===== src/rtl/alu_op_sequencer_pkg.sv =====
// Shared constants for the ALU command sequencer: opcodes, ALU controls,
// operand-B mux selects, FSM encoding and the decoder payload.
package alu_op_sequencer_pkg;

  localparam int unsigned XLEN_DEF    = 32;
  localparam int unsigned RADDR_W_DEF = 5;
  localparam int unsigned OP_W        = 3;
  localparam int unsigned ALU_CTRL_W  = 4;
  localparam int unsigned MUX_W       = 2;
  localparam int unsigned ST_W        = 2;

  localparam logic [OP_W-1:0] OP_ADD  = 3'd0;
  localparam logic [OP_W-1:0] OP_SUB  = 3'd1;
  localparam logic [OP_W-1:0] OP_AND  = 3'd2;
  localparam logic [OP_W-1:0] OP_OR   = 3'd3;
  localparam logic [OP_W-1:0] OP_SLT  = 3'd4;
  localparam logic [OP_W-1:0] OP_ADDI = 3'd5;
  localparam logic [OP_W-1:0] OP_LI   = 3'd6;
  localparam logic [OP_W-1:0] OP_RD   = 3'd7;

  localparam logic [ALU_CTRL_W-1:0] ALU_AND = 4'd0;
  localparam logic [ALU_CTRL_W-1:0] ALU_OR  = 4'd1;
  localparam logic [ALU_CTRL_W-1:0] ALU_ADD = 4'd2;
  localparam logic [ALU_CTRL_W-1:0] ALU_SUB = 4'd6;
  localparam logic [ALU_CTRL_W-1:0] ALU_SLT = 4'd7;

  localparam logic [MUX_W-1:0] MUX_RV2 = 2'd0;
  localparam logic [MUX_W-1:0] MUX_IMM = 2'd1;

  localparam logic [ST_W-1:0] ST_IDLE  = 2'd0;
  localparam logic [ST_W-1:0] ST_EXEC  = 2'd1;
  localparam logic [ST_W-1:0] ST_WRITE = 2'd2;
  localparam logic [ST_W-1:0] ST_RESP  = 2'd3;

  // bypass: result is the immediate; no_write: result is rv1 and no write-back
  typedef struct packed {
    logic [ALU_CTRL_W-1:0] alu_control;
    logic [MUX_W-1:0]      alu_mux;
    logic                  bypass;
    logic                  no_write;
  } dec_t;

endpackage


===== src/rtl/alu_op_decode.sv =====
// Combinational opcode decoder: maps a command opcode to ALU control,
// operand-B select and the LI/RD special-case flags.
module alu_op_decode
  import alu_op_sequencer_pkg::*;
(
  input  logic [OP_W-1:0] op,
  output dec_t            dec_c
);

  always_comb begin
    dec_c = '{alu_control: ALU_ADD, alu_mux: MUX_RV2, bypass: 1'b0, no_write: 1'b0};
    case (op)
      OP_ADD:  dec_c.alu_control = ALU_ADD;
      OP_SUB:  dec_c.alu_control = ALU_SUB;
      OP_AND:  dec_c.alu_control = ALU_AND;
      OP_OR:   dec_c.alu_control = ALU_OR;
      OP_SLT:  dec_c.alu_control = ALU_SLT;
      OP_ADDI: begin
        dec_c.alu_control = ALU_ADD;
        dec_c.alu_mux     = MUX_IMM;
      end
      OP_LI:   dec_c.bypass   = 1'b1;
      OP_RD:   dec_c.no_write = 1'b1;
      default: ;
    endcase
  end

endmodule


===== src/rtl/alu_op_sequencer.sv =====
// Command sequencer for the register-file/ALU datapath: accepts a command,
// runs read/execute/write-back, then holds the response until taken.
module alu_op_sequencer
  import alu_op_sequencer_pkg::*;
#(
  parameter int unsigned XLEN    = XLEN_DEF,
  parameter int unsigned RADDR_W = RADDR_W_DEF
) (
  input  logic                  clk,
  input  logic                  rst_n,
  input  logic                  cmd_valid,
  output logic                  cmd_ready,
  input  logic [OP_W-1:0]       cmd_op,
  input  logic [RADDR_W-1:0]    cmd_rs1,
  input  logic [RADDR_W-1:0]    cmd_rs2,
  input  logic [RADDR_W-1:0]    cmd_rd,
  input  logic [XLEN-1:0]       cmd_imm,
  output logic                  rsp_valid,
  input  logic                  rsp_ready,
  output logic [XLEN-1:0]       rsp_result,
  output logic                  rsp_zero,
  output logic [RADDR_W-1:0]    rf_rs1,
  output logic [RADDR_W-1:0]    rf_rs2,
  output logic [RADDR_W-1:0]    rf_rd,
  output logic                  rf_regWrite,
  output logic [XLEN-1:0]       rf_data,
  input  logic [XLEN-1:0]       rf_rv1,
  input  logic [XLEN-1:0]       rf_rv2,
  output logic [ALU_CTRL_W-1:0] alu_control,
  output logic [MUX_W-1:0]      alu_mux,
  output logic [XLEN-1:0]       alu_imm,
  input  logic [XLEN-1:0]       alu_result,
  input  logic                  alu_zero
);

  dec_t dec_c;

  logic [ST_W-1:0]       state_q,       state_d;
  logic                  cmd_ready_q,   cmd_ready_d;
  logic                  rsp_valid_q,   rsp_valid_d;
  logic [RADDR_W-1:0]    rd_q,          rd_d;
  logic                  bypass_q,      bypass_d;
  logic                  no_write_q,    no_write_d;
  logic [XLEN-1:0]       result_q,      result_d;
  logic                  zero_q,        zero_d;
  logic [RADDR_W-1:0]    rf_rs1_q,      rf_rs1_d;
  logic [RADDR_W-1:0]    rf_rs2_q,      rf_rs2_d;
  logic [RADDR_W-1:0]    rf_rd_q,       rf_rd_d;
  logic                  rf_regwrite_q, rf_regwrite_d;
  logic [XLEN-1:0]       rf_data_q,     rf_data_d;
  logic [ALU_CTRL_W-1:0] alu_control_q, alu_control_d;
  logic [MUX_W-1:0]      alu_mux_q,     alu_mux_d;
  logic [XLEN-1:0]       alu_imm_q,     alu_imm_d;

  // rv2 only feeds the external ALU; the sequencer never looks at it
  logic rv2_unused;
  assign rv2_unused = ^rf_rv2;

  alu_op_decode u_decode (
    .op    (cmd_op),
    .dec_c (dec_c)
  );

  // Next-state and next-output logic; every output is registered from its _d
  always_comb begin
    state_d       = state_q;
    rd_d          = rd_q;
    bypass_d      = bypass_q;
    no_write_d    = no_write_q;
    result_d      = result_q;
    zero_d        = zero_q;
    rf_rs1_d      = rf_rs1_q;
    rf_rs2_d      = rf_rs2_q;
    rf_rd_d       = rf_rd_q;
    rf_regwrite_d = 1'b0;
    rf_data_d     = rf_data_q;
    alu_control_d = alu_control_q;
    alu_mux_d     = alu_mux_q;
    alu_imm_d     = alu_imm_q;

    case (state_q)
      ST_IDLE: begin
        if (cmd_valid) begin
          state_d       = ST_EXEC;
          rf_rs1_d      = cmd_rs1;
          rf_rs2_d      = cmd_rs2;
          rd_d          = cmd_rd;
          alu_imm_d     = cmd_imm;
          alu_control_d = dec_c.alu_control;
          alu_mux_d     = dec_c.alu_mux;
          bypass_d      = dec_c.bypass;
          no_write_d    = dec_c.no_write;
        end
      end
      ST_EXEC: begin
        if (bypass_q) begin
          result_d = alu_imm_q;
          zero_d   = (alu_imm_q == '0);
        end else if (no_write_q) begin
          result_d = rf_rv1;
          zero_d   = (rf_rv1 == '0);
        end else begin
          result_d = alu_result;
          zero_d   = alu_zero;
        end
        if (no_write_q) begin
          state_d = ST_RESP;
        end else begin
          // x0 is hardwired zero, so a write to it is suppressed
          state_d       = ST_WRITE;
          rf_rd_d       = rd_q;
          rf_data_d     = result_d;
          rf_regwrite_d = (rd_q != '0);
        end
      end
      ST_WRITE: state_d = ST_RESP;
      ST_RESP: begin
        if (rsp_ready) begin
          state_d = ST_IDLE;
        end
      end
      default: state_d = ST_IDLE;
    endcase

    cmd_ready_d = (state_d == ST_IDLE);
    rsp_valid_d = (state_d == ST_RESP);
  end

  always_ff @(posedge clk or negedge rst_n) begin
    if (!rst_n) begin
      state_q       <= ST_IDLE;
      cmd_ready_q   <= 1'b1;
      rsp_valid_q   <= 1'b0;
      rd_q          <= '0;
      bypass_q      <= 1'b0;
      no_write_q    <= 1'b0;
      result_q      <= '0;
      zero_q        <= 1'b0;
      rf_rs1_q      <= '0;
      rf_rs2_q      <= '0;
      rf_rd_q       <= '0;
      rf_regwrite_q <= 1'b0;
      rf_data_q     <= '0;
      alu_control_q <= '0;
      alu_mux_q     <= '0;
      alu_imm_q     <= '0;
    end else begin
      state_q       <= state_d;
      cmd_ready_q   <= cmd_ready_d;
      rsp_valid_q   <= rsp_valid_d;
      rd_q          <= rd_d;
      bypass_q      <= bypass_d;
      no_write_q    <= no_write_d;
      result_q      <= result_d;
      zero_q        <= zero_d;
      rf_rs1_q      <= rf_rs1_d;
      rf_rs2_q      <= rf_rs2_d;
      rf_rd_q       <= rf_rd_d;
      rf_regwrite_q <= rf_regwrite_d;
      rf_data_q     <= rf_data_d;
      alu_control_q <= alu_control_d;
      alu_mux_q     <= alu_mux_d;
      alu_imm_q     <= alu_imm_d;
    end
  end

  assign cmd_ready   = cmd_ready_q;
  assign rsp_valid   = rsp_valid_q;
  assign rsp_result  = result_q;
  assign rsp_zero    = zero_q;
  assign rf_rs1      = rf_rs1_q;
  assign rf_rs2      = rf_rs2_q;
  assign rf_rd       = rf_rd_q;
  assign rf_regWrite = rf_regwrite_q;
  assign rf_data     = rf_data_q;
  assign alu_control = alu_control_q;
  assign alu_mux     = alu_mux_q;
  assign alu_imm     = alu_imm_q;

endmodule


===== config.mk =====
export PLATFORM = sky130hd
export DESIGN_NAME = alu_op_sequencer
export DESIGN_NICKNAME = d
export VERILOG_FILES = /design/src/rtl/alu_op_sequencer_pkg.sv /design/src/rtl/alu_op_decode.sv /design/src/rtl/alu_op_sequencer.sv
export SDC_FILE = /design/constraint.sdc
export NUM_CORES = 1
export LEC_CHECK = 0
export CAP_MARGIN = 5
export CORE_MARGIN = 8
export CORE_UTILIZATION = 41
export DETAILED_ROUTE_END_ITERATION = 8
export GPL_TIMING_DRIVEN = 0
export PLACE_DENSITY = 0.81
export REMOVE_ABC_BUFFERS = 1
export SYNTH_ARGS = -nofsm -noshare
export SYNTH_HDL_FRONTEND = slang
export SYNTH_HIERARCHICAL = 1
export SYNTH_SLANG_ARGS = --single-unit

===== constraint.sdc =====
create_clock -name clk -period 1.8 [get_ports clk]
set_input_delay 0.27 -clock clk [delete_from_list [all_inputs] [get_ports clk]]
set_output_delay 0.27 -clock clk [all_outputs]
set_load 0.03 [all_outputs]

==> flow_metrics.tcl <==
set metrics [dict create \
    status "finished, final reports clean" \
    post-route-period-util_pct 98.0 \
    worstSkewPairLatency_ns 0.41 \
    period_needed_ns 1.76 \
    start_util_pct 42.2 \
    crit_type "reg2out" \
    pwr-share-clk_pct 18.1 \
    nets 888 \
    skew_ns 0.00723 \
    antenna_found_initial 0 \
    grt_start_max_net_pins 67 \
    port_buffers 239 \
    leakage_nw 3.86 \
    p_per_area_nw_per_um2 2020 \
    grt_overflow 0 \
    netlist_top_cells_area "dfrtp_1 58%, mux2_2 12%, o21ai_0 5.8%" \
    path_clk_slew_ns 0.05 \
    fmax_mhz 567 \
    cts_buffers 17 \
    die_h_microns 133 \
    worstMarginPinSlew_ns 0.632 \
    drive_above_1_share_pct 14.2 \
    synth-main-ff-cell "dfrtp_1" \
    hold_violations 0 \
    synth_commonest_cells "129 x dfrtp_1, 67 x nand2_1, 65 x o21ai_0, 61 x mux2_2, 39 x nor2_1" \
    via_count 4807 \
    rows 42 \
    yosysTopAreaCell "dfrtp_1" \
    wl_met1_mm 7.34 \
    synth_top_area_share_pct 57.6 \
    clockBufferDepth 2 \
    peakVddDrop_mv 1.07 \
    dp_cells 891 \
    synth_cell_types 29 \
    finalMaxSlewViolations 0 \
    synth-async-reset-ratio_pct 100 \
    cts_tree "done" \
    fill_cells 1033 \
    slowest_delay_ns 0.69 \
    wl_met2_mm 9.13 \
    start_kind "register" \
    max-slew-margin-rel_pct 57.9 \
    top_layer "met4" \
    root_buffer "clkbuf_16" \
    cp-end-kind "output pin" \
    critPathTopFamily "buffers and inverters" \
    sw_frac_of_total_pct 42.8 \
    pin_count 272 \
    final_cells 922 \
    dr.pass1.iters 5 \
    whs_ns 0.423 \
    intPower_w 0.0102 \
    drt_drc_violations_left 0 \
    crit_slowest_cell "clkdlybuf4s50_1" \
    design.die.area_sq_um 17700 \
    core_sq_um 13300 \
    synth_warnings 6 \
    synthToLayoutAreaGrowth_pct 57.0 \
    wl_per_cell_microns 20.2 \
    multi_input_area_sq_um 2210 \
    finalWorstSetupSlack_ns 0.0362 \
    cp.required_ns 1.53 \
    pre_cts_ws_ns -0.313 \
    power_frac_seq_pct 31.4 \
    wl_met3_mm 1.63 \
    setup_tns_ns 0 \
    synth_area_sq_um 5610 \
    drtIter0Drc 242 \
    cp_max_fo 4 \
    cp.arrival_ns 1.49 \
    gp_congestion 0.832 \
    grt_pass1_wl_mm 29.6 \
    critPathBufInv 1 \
    syn_inst 503 \
    yosysMostFrequentCell "dfrtp_1" \
    cts_sinks 130 \
    p_switching_w 0.00761 \
    ys_seq_area_share_pct 58.0 \
    ys_ff_latch 130 \
    h-tree-depth 4 \
    setup_viol 0 \
    syn_area_per_cell_sq_um 11.1 \
    cap_violations 0 \
    worstPathCellList "clkdlybuf4s50_1" \
    via_per_inst 5.21 \
    die_w_microns 133 \
    ant_nets 0 \
    dp_hpwl_mm 14.0 \
    synth_enable_flop_cells 0 \
    regArea_sq_um 3260 \
    hold_path_class "in2async" \
    grt_pass1_vias 5260 \
    antenna_cells 0 \
    grt_usage_pct 21.3 \
    p_comb_share_pct 50.5 \
    wl_mm 18.6 \
]
[metrics by stage]
stage	power (W)	utilization [%]	instance area [sq um]
finish	0.0178	66.2	8800
floorplan	0.0104	-	5420
CTS	0.0180	65.7	8740
global route	0.0187	66.2	8800
global placement	0.0143	60.4	8030
detailed placement	0.0147	61.5	8180
[area by class of cell]
class,instances,area share (%)
Clock buffer,23,5.66
Tap cell,176,2.50
Sequential cell,130,37.0
Clock inverter,5,0.625
Timing Repair Buffer,247,29.1
Multi-Input combinational cell,341,25.1
[cells in the final DEF (no fill, tap or decap), types with 3 or more instances in the layout]
cell             netlist  layout
mux2_2                61      61
mux2i_1               32      32
nor3_1                 3       3
nand2_1               67      67
nand2b_1               6       4
o21ai_0               65      65
nor4_1                13      12
dlygate4sd2_1          0      18
clkbuf_16              0      17
clkdlybuf4s50_1        0     204
buf_12                 0       4
nor2_1                39      39
a21oi_1               35      35
clkbuf_8               0       5
dfrtp_1              129     127
dlymetal6s2s_1         0      16
[layer usage]
| metal | vias up | track usage, % |
|---|---|---|
| li1 | 2230 | - |
| met1 | 2336 | 24.5 |
| met2 | 205 | 35.4 |
| met3 | 36 | 7.87 |
| met4 | 0 | 8.33 |
| met5 | - | 0 |
[power by group through the flow]
stage	clock, W	sequential [W]	combinational, W
6_report	0.00322	0.00559	0.00898
5_1_grt	0.00340	0.00580	0.00954
4_1_cts	0.00329	0.00559	0.00909
3_5_place_dp	0	0.00561	0.00913
3_3_place_gp	0	0.00569	0.00865
2_1_floorplan	0	0.00810	0.00229
[sequential cells by signal, indices dropped and copies added, names as in the netlist]
register / cells
rf_rs2: 5
alu_imm: 32
no_write_q: 1
rf_rs1: 5
alu_mux: 2
alu_control: 4
rd_q: 5
rsp_valid: 1
rf_regWrite: 1
rsp_zero: 1
state_q: 2
bypass_q: 1
cmd_ready: 1
rf_data: 32
rf_rd: 5
rsp_result: 32
[worst paths after layout]
path                              from          end  slack [ns]  cells after the start
setup / recovery           alu_imm[18]  alu_imm[18]        0.04                      1
hold / removal                   rst_n  rf_data[11]        0.42                      2
setup reg to reg           alu_imm[25]     rsp_zero        0.08                      4
hold reg to reg             rf_data[8]   rf_data[8]        0.48                      2
max in group asynchronous        rst_n   no_write_q        0.61                      3
min in group clk           cmd_imm[28]  alu_imm[28]        0.46                      2
[kinds of logic after synthesis]
family | Yosys count | synth area share (%)
AOI/OAI and AO/OA | 103 | 9.37
and+or+nand+nor | 142 | 11.2
muxes | 93 | 18.0
other | 1 | 0.0669
buffers and inverters | 34 | 3.39
DFF | 130 | 58.0
[repair_timing]
action / CTS / global route
setup endpoints to repair: 95 / 78
hold buffers: 1 / 0
gates resized for setup: 21 / 19
pin swaps: 0 / 1
hold endpoints to repair: 64 / 0
cloned: 1 / 0
setup buffers: 0 / 1
No activity file was read; power rests on OpenSTA's default activity.
